## src/rtl/tinker_prog_loader_pkg.sv

```systemverilog
// Shared types and constants for the tinker program loader.
package tinker_pkg;

  typedef enum logic [2:0] {
    IDLE,
    COLLECT,
    WRITE,
    DONE,
    ERROR
  } loader_state_e;

  localparam logic [63:0] TINKER_RESET_PC  = 64'h2000;
  localparam logic [63:0] TINKER_MEM_BYTES = 64'd524288;
  localparam int unsigned WORD_BYTES       = 8;

endpackage

```

## src/rtl/tinker_prog_loader_if.sv

```systemverilog
// Image byte stream and memory write port of the program loader.
interface tinker_prog_loader_if;

  logic        in_valid;
  logic [7:0]  in_data;
  logic        in_last;
  logic        in_ready;
  logic        mem_we;
  logic [63:0] mem_addr;
  logic [63:0] mem_wdata;
  logic        mem_ready;

  modport master (
    input  in_valid, in_data, in_last, mem_ready,
    output in_ready, mem_we, mem_addr, mem_wdata
  );

  modport slave (
    output in_valid, in_data, in_last, mem_ready,
    input  in_ready, mem_we, mem_addr, mem_wdata
  );

endinterface

```

## src/rtl/tinker_prog_loader_byte_packer.sv

```systemverilog
// Packs accepted bytes little-endian into one 64-bit word and remembers
// whether the word holds the final image byte.
module tinker_byte_packer
  import tinker_pkg::*;
(
  input  logic        clk,
  input  logic        reset,
  input  logic        clear,
  input  logic        store,
  input  logic        mark_last,
  input  logic [7:0]  data,
  output logic [63:0] buffer,
  output logic [3:0]  count,
  output logic        last_flag
);

  always_ff @(posedge clk or negedge reset) begin
    if (!reset) begin
      buffer    <= '0;
      count     <= '0;
      last_flag <= 1'b0;
    end else if (clear) begin
      buffer    <= '0;
      count     <= '0;
      last_flag <= 1'b0;
    end else begin
      if (store) begin
        buffer <= buffer | ({56'd0, data} << {count[2:0], 3'b000});
        count  <= count + 4'd1;
      end
      if (mark_last)
        last_flag <= 1'b1;
    end
  end

endmodule

```

## src/rtl/tinker_prog_loader.sv

```systemverilog
// Loads a byte-streamed program image into memory as 64-bit words, then
// releases the core from reset. Define LOADER_CSUM_EN for a trailing checksum byte.
module tinker_prog_loader
  import tinker_pkg::*;
#(
  parameter logic [63:0] BASE_ADDR = TINKER_RESET_PC,
  parameter logic [63:0] MEM_BYTES = TINKER_MEM_BYTES
) (
  input  logic                        clk,
  input  logic                        reset,
  input  logic                        start,
  tinker_prog_loader_if.master        bus,
  output logic                        core_reset,
  output logic                        done,
  output logic                        error
);

  loader_state_e state;
  logic [63:0]   addr;
  logic          in_ready_q;
  logic          mem_we_q;

  logic [63:0]   buffer;
  logic [3:0]    count;
  logic          last_flag;

  logic accept, arm, commit, clear, store, word_end, overflow, last_slot;

  assign accept    = bus.in_valid && in_ready_q;
  assign arm       = start && (state == IDLE || state == DONE || state == ERROR);
  assign commit    = (state == WRITE) && bus.mem_ready;
  assign clear     = arm || commit;
  assign last_slot = (count == 4'(WORD_BYTES - 1));
  assign word_end  = accept && (bus.in_last || last_slot);
  // 65-bit compare so an address near the top of the range cannot wrap.
  assign overflow  = ({1'b0, addr} + 65'(WORD_BYTES)) > {1'b0, MEM_BYTES};

`ifdef LOADER_CSUM_EN
  logic [7:0] sum;
  logic       sum_ok;
  assign sum_ok = (sum == bus.in_data);
  // The checksum byte is never stored in the word.
  assign store  = accept && !bus.in_last;
`else
  assign store  = accept;
`endif

  tinker_byte_packer u_packer (
    .clk       (clk),
    .reset     (reset),
    .clear     (clear),
    .store     (store),
    .mark_last (accept && bus.in_last),
    .data      (bus.in_data),
    .buffer    (buffer),
    .count     (count),
    .last_flag (last_flag)
  );

  always_ff @(posedge clk or negedge reset) begin
    if (!reset) begin
      state      <= IDLE;
      addr       <= BASE_ADDR;
      in_ready_q <= 1'b0;
      mem_we_q   <= 1'b0;
      core_reset <= 1'b1;
      done       <= 1'b0;
      error      <= 1'b0;
`ifdef LOADER_CSUM_EN
      sum        <= '0;
`endif
    end else begin
      case (state)
        IDLE, DONE, ERROR: begin
          if (start) begin
            state      <= COLLECT;
            addr       <= BASE_ADDR;
            in_ready_q <= 1'b1;
            core_reset <= 1'b1;
            done       <= 1'b0;
            error      <= 1'b0;
`ifdef LOADER_CSUM_EN
            sum        <= '0;
`endif
          end
        end
        COLLECT: begin
`ifdef LOADER_CSUM_EN
          if (store)
            sum <= sum + bus.in_data;
          if (word_end) begin
            in_ready_q <= 1'b0;
            if (bus.in_last && !sum_ok) begin
              state <= ERROR;
              error <= 1'b1;
            end else if (bus.in_last && count == 4'd0) begin
              state      <= DONE;
              done       <= 1'b1;
              core_reset <= 1'b0;
            end else if (overflow) begin
              state <= ERROR;
              error <= 1'b1;
            end else begin
              state    <= WRITE;
              mem_we_q <= 1'b1;
            end
          end
`else
          if (word_end) begin
            in_ready_q <= 1'b0;
            if (overflow) begin
              state <= ERROR;
              error <= 1'b1;
            end else begin
              state    <= WRITE;
              mem_we_q <= 1'b1;
            end
          end
`endif
        end
        WRITE: begin
          if (bus.mem_ready) begin
            mem_we_q <= 1'b0;
            addr     <= addr + 64'(WORD_BYTES);
            if (last_flag) begin
              state      <= DONE;
              done       <= 1'b1;
              core_reset <= 1'b0;
            end else begin
              state      <= COLLECT;
              in_ready_q <= 1'b1;
            end
          end
        end
        default: begin
          state      <= IDLE;
          in_ready_q <= 1'b0;
          mem_we_q   <= 1'b0;
        end
      endcase
    end
  end

  assign bus.in_ready  = in_ready_q;
  assign bus.mem_we    = mem_we_q;
  assign bus.mem_addr  = addr;
  assign bus.mem_wdata = buffer;

endmodule

```

## src/flat_wrapper.sv

```systemverilog
// flat-port wrapper written by rule: the top's interface ports become plain ports
module tinker_prog_loader_flat import tinker_pkg::*;
#(
  parameter logic [63:0] BASE_ADDR = TINKER_RESET_PC,
  parameter logic [63:0] MEM_BYTES = TINKER_MEM_BYTES
)
  (clk, reset, start, core_reset, done, error, bus_in_valid, bus_in_data, bus_in_last, bus_mem_ready, bus_in_ready, bus_mem_we, bus_mem_addr, bus_mem_wdata);
  tinker_prog_loader_if bus_i ();
  input  logic clk;
  input  logic reset;
  input  logic start;
  output logic core_reset;
  output logic done;
  output logic error;
  input wire logic [$bits(bus_i.in_valid)-1:0] bus_in_valid;
  input wire logic [$bits(bus_i.in_data)-1:0] bus_in_data;
  input wire logic [$bits(bus_i.in_last)-1:0] bus_in_last;
  input wire logic [$bits(bus_i.mem_ready)-1:0] bus_mem_ready;
  output wire logic [$bits(bus_i.in_ready)-1:0] bus_in_ready;
  output wire logic [$bits(bus_i.mem_we)-1:0] bus_mem_we;
  output wire logic [$bits(bus_i.mem_addr)-1:0] bus_mem_addr;
  output wire logic [$bits(bus_i.mem_wdata)-1:0] bus_mem_wdata;
  assign bus_i.in_valid = bus_in_valid;
  assign bus_i.in_data = bus_in_data;
  assign bus_i.in_last = bus_in_last;
  assign bus_i.mem_ready = bus_mem_ready;
  assign bus_in_ready = bus_i.in_ready;
  assign bus_mem_we = bus_i.mem_we;
  assign bus_mem_addr = bus_i.mem_addr;
  assign bus_mem_wdata = bus_i.mem_wdata;
  tinker_prog_loader #(.BASE_ADDR(BASE_ADDR), .MEM_BYTES(MEM_BYTES)) u_core (.clk(clk), .reset(reset), .start(start), .bus(bus_i), .core_reset(core_reset), .done(done), .error(error));
endmodule
```

## config.mk

```make
export PLATFORM = sky130hd
export DESIGN_NAME = tinker_prog_loader_flat
export DESIGN_NICKNAME = d
export VERILOG_FILES = /design/src/rtl/tinker_prog_loader_pkg.sv /design/src/rtl/tinker_prog_loader_if.sv /design/src/rtl/tinker_prog_loader_byte_packer.sv /design/src/rtl/tinker_prog_loader.sv /design/src/flat_wrapper.sv
export SDC_FILE = /design/constraint.sdc
export NUM_CORES = 1
export LEC_CHECK = 0
export CAP_MARGIN = 30
export CORE_AREA = 10 10 112 154
export CTS_BUF_LIST = sky130_fd_sc_hd__clkbuf_8
export CTS_CLUSTER_DIAMETER = 120
export DETAILED_ROUTE_END_ITERATION = 8
export DIE_AREA = 0 0 122 164
export GPL_TIMING_DRIVEN = 0
export PLACE_DENSITY = 0.83
export SYNTH_ARGS = -nofsm -noshare
export SYNTH_HDL_FRONTEND = slang
export SYNTH_SLANG_ARGS = --single-unit
```

## constraint.sdc

```tcl
create_clock -name clk -period 8.1 [get_ports clk]
set_input_delay 2.025 -clock clk [delete_from_list [all_inputs] [get_ports clk]]
set_output_delay 2.025 -clock clk [all_outputs]
set_load 0.02 [all_outputs]
```

==> results of run 1 <==
[cells in the mapped netlist, types with 3 or more instances]
cell type  instances  area [µm²]
o21ai_1            7        35.0
and2_1             8        50.1
a31o_2             4        35.0
buf_2             23         115
a31oi_1           12        75.1
mux2i_1            5        50.1
a22oi_1            3        22.5
xnor2_1           13         114
nor2_1           130         488
nand4b_1           3        26.3
o22ai_1            3        18.8
a21oi_1           85         425
and3_1            15        93.8
nand3b_1           3        22.5
a21o_1             5        37.5
dfrtp_1          136        3400
nand2b_1           6        37.5
buf_1              8        30.0
clkbuf_1          40         150
nor4_1            16         100
or3_1              7        43.8
nand4_1           34         213
and4_1            15         131
or4_1              7        52.6
nand2_1           89         334
nor2b_1            3        18.8
o211ai_1           5        37.5
a2111oi_0          3        26.3
o21ai_0           77         385
nand3_1           34         170
nor3_1            20         100
nand4_2            3        37.5
a211oi_1           3        22.5
inv_1             11        41.3
nor4_2             6        75.1
o41ai_1            7        61.3
buf_4              4        30.0
xor2_1             9        78.8
o31ai_1           25         188
[routing by layer]
layer / vias up / part of all wire (%) / global-route usage [%]
met5: - / 0 / 0
met4: 0 / 4.0 / 13.4
met3: 102 / 8.3 / 5.81
met2: 453 / 49 / 47.8
met1: 3996 / 38 / 34.0
li1: 3734 / - / -
[per-stage QoR]
step	hold WS [ns]	setup WS (ns)
floorplan	0.484	4.46
global placement	0.474	-0.492
detailed placement	0.483	3.23
CTS	0.507	3.68
global route	0.518	3.50
finish	0.500	3.60
[cells in the final DEF (no fill, tap or decap), types with 5 or more instances in the layout]
| cell | netlist | final |
|---|---|---|
| dfrtp_1 | 136 | 136 |
| clkdlybuf4s50_1 | 0 | 134 |
| nor2_1 | 130 | 130 |
| nand2_1 | 89 | 89 |
| a21oi_1 | 85 | 85 |
| o21ai_0 | 77 | 77 |
| clkbuf_1 | 40 | 40 |
| nand4_1 | 34 | 34 |
| nand3_1 | 34 | 34 |
| buf_2 | 23 | 26 |
| o31ai_1 | 25 | 25 |
| nor3_1 | 20 | 20 |
| clkbuf_8 | 0 | 17 |
| nor4_1 | 16 | 16 |
| and4_1 | 15 | 15 |
| and3_1 | 15 | 15 |
| xnor2_1 | 13 | 13 |
| a31oi_1 | 12 | 12 |
| inv_1 | 11 | 11 |
| xor2_1 | 9 | 9 |
| and2_1 | 8 | 8 |
| buf_1 | 8 | 8 |
| or4_1 | 7 | 7 |
| or3_1 | 7 | 7 |
| o21ai_1 | 7 | 7 |
| o41ai_1 | 7 | 7 |
| nor4_2 | 6 | 6 |
| nand2b_1 | 6 | 6 |
| a21o_1 | 5 | 5 |
| mux2i_1 | 5 | 5 |
| o211ai_1 | 5 | 5 |
| inv_8 | 0 | 5 |
| inv_6 | 0 | 5 |
[state kept, by name, summed over array words and instances, names as in the netlist]
name and count:
u_core.bus.mem_we 1, u_core.u_packer.last_flag 1, u_core.u_packer.count 4, u_core.done 1, u_core.core_reset 1, u_core.state 3, u_core.bus.in_ready 1, u_core.u_packer.buffer 64
u_core.bus.mem_addr 61, u_core.error 1
[report_power, final]
part	switching [mW]	total [mW]	internal, mW
Combinational	0.498	0.752	0.254
Sequential	0.0683	0.845	0.777
Clock	0.334	0.626	0.292
[final cells by class]
cell class	instances	area, µm²
fillers	1235	4450
multi-input cells	710	4030
flip-flops and latches	138	3460
repair buffers	141	1410
plain buffers	75	325
well taps	189	236
clock buffers	17	234
clock inverters	15	193
inverters	11	41.3
[worst max-delay path: stages]
cell and delay, ns:
clkdlybuf4s50_1 0.45, nor2b_1 0.17, and2_1 0.16, clkbuf_1 0.24
nor2_1 0.80, clkbuf_1 0.67, o21ai_0 0.21, o41ai_1 0.11
[logic make-up (layout without fill, tap and decap cells)]
kind of cell	Yosys count	in the layout	share of synthesized area, %
simple gates	417	417	27.8
compound gates	260	260	19.9
flops	138	138	44.1
buf+inv	86	259	4.67
xor+xnor	22	22	2.46
mux	6	6	0.782
fa+ha+maj	2	2	0.319
other cells	1	3	0.0478
[worst paths after layout]
kind / depth (start not counted) / start / endpoint
setup / recovery: 8 / bus_mem_ready / u_core.bus.mem_addr[27]$_DFFE_PN0P_
hold / removal: 2 / u_core.u_packer.buffer[21]$_DFFE_PN0P_ / u_core.u_packer.buffer[21]$_DFFE_PN0P_
setup reg to reg: 9 / u_core.bus.mem_addr[3]$_DFFE_PN0P_ / u_core.error$_DFFE_PN0P_
hold reg to reg: 2 / u_core.u_packer.buffer[21]$_DFFE_PN0P_ / u_core.u_packer.buffer[21]$_DFFE_PN0P_
max in group asynchronous: 2 / reset / u_core.bus.mem_addr[13]$_DFFE_PN1P_
min in group asynchronous: 1 / reset / u_core.state[0]$_DFFE_PN0P_
==> run metrics, run 1 <==
setup_tns=0 ns; sequential share of the synthesized area=44.1%; RePlAce Congestion=0.972; CP Max Fanout=10; PortBufs=135; crit end category=flop; Post-CTS Resized=0; Clock transition at path regs=0.09 ns; Syn Inst Count=932; CTS sink cnt=138; ys flop type=dfrtp_1; DR vias=8285; WS Path Type=primary input to flop; DRC=0; max-cap check violation count=0; IR drop worst, VDD=0.000108 V; placed insts=1263; Hold Crit Class=flop to flop; Die Ht=164 µm; Die W=122 µm; Synth cell types=73; antenna viol nets, final=0; unrepaired setup endpoints after global routing=no; Congestion Overflow GR=0; vias in the first global route=7890; global-route wire length before repair=44400 µm; clock buffer depth=2; WL/cell=22.6 µm; final hold viol count=0; Post-CTS Setup Inserts=0; status=finished clean; H-tree depth=4; Max Fclk=222 MHz; placed inst area=9500 µm²; Slew Limit Fails=0; #FFs+latches synth=138; core area=14400 µm²; Post-Layout Cell Count=1296; post-layout minimum cycle time=4.50 ns; worst endpoint data arrival time=4.84 ns; Area Growth Syn to Fin=26.6%; Worst slew margin=33.9%; I/O pin cnt=147; largest net degree at the start of global routing=101; Die Area=20000 µm²; Post-synth EDFFs=0; Pleak=4.07 nW; Power Density=224 nW/µm²; n_diodes=0; Syn Area/Cell=8.42 µm²; share of post-route cells with drive strength above 1=8.13%; Least-Margin Pin Slew=0.983 ns; clk_lat worst skew=0.47 ns; DR vias/cell=6.39; CP Launch Type=primary input; post-layout util=69.1%; Root Buffer=clkbuf_8; Initial Utilization=54.6%; DRT iter0 DRCs=1136; Clock Skew=0.0210 ns; Tcrit/Tclk final=55.5%; cts bufs inserted=17; post-DP HPWL=21100 µm; Warnings, synthesis=0; Final setup viols=0; Power Total=2.22 mW; initial antenna violation count=0; global-route usage over all layers=28.5%; Final Cell Area=9930 µm²; R2R setup slack=3.86 ns; final net count=1110; Cell Area, Synth=7850 µm²; CTS tree=done; row count=52; CP required=8.44 ns; Async SR Flop Fraction=100%; 1st-pass router iterations=6; routed wire length=29200 µm; hold buffers post-CTS=0
Note: power is estimated with default switching activity, not from simulation.
==> inputs of run 2 (changes only) <==
--- a/config.mk
+++ b/config.mk
@@ -6,13 +6,13 @@
 export NUM_CORES = 1
 export LEC_CHECK = 0
 export CAP_MARGIN = 30
-export CORE_AREA = 10 10 112 154
+export CORE_AREA = 10 10 118 163
 export CTS_BUF_LIST = sky130_fd_sc_hd__clkbuf_8
 export CTS_CLUSTER_DIAMETER = 120
 export DETAILED_ROUTE_END_ITERATION = 8
-export DIE_AREA = 0 0 122 164
+export DIE_AREA = 0 0 128 173
 export GPL_TIMING_DRIVEN = 0
-export PLACE_DENSITY = 0.83
+export PLACE_DENSITY = 0.78
 export SYNTH_ARGS = -nofsm -noshare
 export SYNTH_HDL_FRONTEND = slang
 export SYNTH_SLANG_ARGS = --single-unit
==> constraint.sdc (replaced) <==
create_clock -name clk -period 3.9 [get_ports clk]
set_input_delay 0.975 -clock clk [delete_from_list [all_inputs] [get_ports clk]]
set_output_delay 0.975 -clock clk [all_outputs]
set_load 0.02 [all_outputs]
==> run metrics, run 2 (same netlist as run 1, synthesis figures left out) <==
status=finished clean; Least-Margin Pin Slew=1.01 ns; hold buffers post-CTS=0; DRC=0; R2R cell count=10; most frequent cells in the layout=dfrtp_1, clkdlybuf4s50_1, nor2_1, nand2_1, a21oi_1; H-tree depth=4; global-route usage over all layers=26.8%; Place WS=-0.333 ns; final net count=1109; Final setup viols=0; Die Ht=173 µm; Biggest register=u_core.u_packer.buffer; DRT iter0 DRCs=906; Worst slew margin=32.3%; Pleak=4.09 nW; core area=16100 µm²; final hold viol count=0; initial antenna violation count=0; share of post-route cells with drive strength above 1=8.77%; IR drop worst, VDD=0.000345 V; max-cap check violation count=0; CTS sink cnt=138; Post-Layout Cell Count=1305; Final WS setup=0.0194 ns; Fill cells=1411; CTS tree=done; n_diodes=0; global-route wire length before repair=46500 µm; vias in the first global route=8126; Slew Limit Fails=0; clk_lat worst skew=0.48 ns; WS Path Type=flop to flop; I/O pin cnt=147; worst endpoint data arrival time=4.25 ns; Initial Utilization=48.7%; CP Max Fanout=9; r2r endpoint=u_core.state[2]$_DFFE_PN0P_; WL/cell=23.3 µm; Clock Skew=0.0100 ns; Congestion Overflow GR=0; Tcrit/Tclk final=99.5%; 1st-pass router iterations=6; cts bufs inserted=17; CP Launch Type=flop; unrepaired setup endpoints after global routing=no; capture point of the critical path=u_core.state[2]$_DFFE_PN0P_; crit end category=flop; routed wire length=30400 µm; post-layout util=61.7%; clock buffer depth=2; CP required=4.27 ns; PortBufs=135; Max Fclk=258 MHz; antenna viol nets, final=0; setup_tns=0 ns; commonest non-fill, non-tap cell in the layout=dfrtp_1; Die Area=22100 µm²; Die W=128 µm; largest net degree at the start of global routing=99; row count=55; Clock transition at path regs=0.09 ns; Area Growth Syn to Fin=26.7%; post-DP HPWL=22200 µm; Hold Crit Class=primary input to async pin; post-layout minimum cycle time=3.88 ns; max reg flops=64; worst r2r src=u_core.bus.mem_addr[3]$_DFFE_PN0P_; Root Buffer=clkbuf_8; R2R setup slack=0.02 ns; CP Launch Point=u_core.bus.mem_addr[3]$_DFFE_PN0P_; DR vias/cell=6.33; Hold Slack=0.404 ns; Power Density=455 nW/µm²; DR vias=8260; placed insts=1270; RePlAce Congestion=1.03
[run 2: cell count changes in the layout (fill, tap and decap cells not counted), sizes merged]
| cell | change |
|---|---|
| clkinv | +3 |
| buf | +3 |
| clkdlybuf4s15 | -1 |
| clkbuf | -3 |
| bufinv | -2 |
| inv | -1 |
[run 2: worst min path at each step]
| stage | startpoint | to | slack (ns) | depth (start not counted) |
|---|---|---|---|---|
| after CTS | reset | u_core.done$_DFFE_PN0P_ | 0.40 | 1 |
| after floorplan | u_core.u_packer.last_flag$_DFFE_PN0P_ | u_core.u_packer.last_flag$_DFFE_PN0P_ | 0.48 | 2 |
| after detailed placement | u_core.u_packer.buffer[26]$_DFFE_PN0P_ | u_core.u_packer.buffer[26]$_DFFE_PN0P_ | 0.48 | 2 |
| final | reset | u_core.done$_DFFE_PN0P_ | 0.40 | 1 |
| after global routing | reset | u_core.bus.mem_addr[55]$_DFFE_PN0P_ | 0.41 | 1 |
| after global placement | u_core.u_packer.buffer[31]$_DFFE_PN0P_ | u_core.u_packer.buffer[31]$_DFFE_PN0P_ | 0.48 | 2 |
[run 2: stage by stage]
stage / area [µm²] / power (mW)
2_1_floorplan: 7850 / 2.59
3_3_place_gp: 9450 / 3.31
3_5_place_dp: 9500 / 3.36
4_1_cts: 9910 / 4.51
5_1_grt: 9940 / 4.73
6_report: 9940 / 4.52
[run 2: final cells by class]
type / instances / area, µm² / area share, %
repair buffers: 142 / 1430 / 14.4
clock buffers: 17 / 234 / 2.35
clock inverters: 15 / 151 / 1.52
inverters: 11 / 41.3 / 0.415
multi-input cells: 710 / 4060 / 40.9
plain buffers: 73 / 318 / 3.20
flip-flops and latches: 138 / 3460 / 34.8
well taps: 199 / 249 / 2.50
[run 2: per-layer routing]
metal | part of all wire [%] | up-vias | global-route usage, %
met3 | 7.9 | 125 | 6.37
li1 | - | 3733 | -
met4 | 6.1 | 0 | 17.5
met5 | 0 | - | 0
met2 | 50 | 456 | 44.4
met1 | 36 | 3946 | 29.8
[run 2: critical path, cell delays in order, from the launching register on]
cell and delay (ns):
dfrtp_1 0.52, ha_2 0.30, nand4_1 0.23, buf_4 0.24
nor2_1 0.36, nand3_1 0.27, xnor2_1 0.20, a2111oi_1 0.64
o2111ai_1 0.30, or4b_1 0.55, o21ba_1 0.18
[run 2: repair_timing]
action | 4_1_cts | 5_1_grt
pin swaps | 1 | 1
setup endpoints to repair | 4 | 4
gates resized for setup | 3 | 5
setup buffers | 3 | 2
[run 2: where the power goes]
part | switching (mW) | leakage, nW | internal, mW
combinational | 1.07 | 2.00 | 0.534
sequential | 0.136 | 1.89 | 1.61
clock | 0.686 | 0.195 | 0.476
total | 1.89 | 4.09 | 2.62
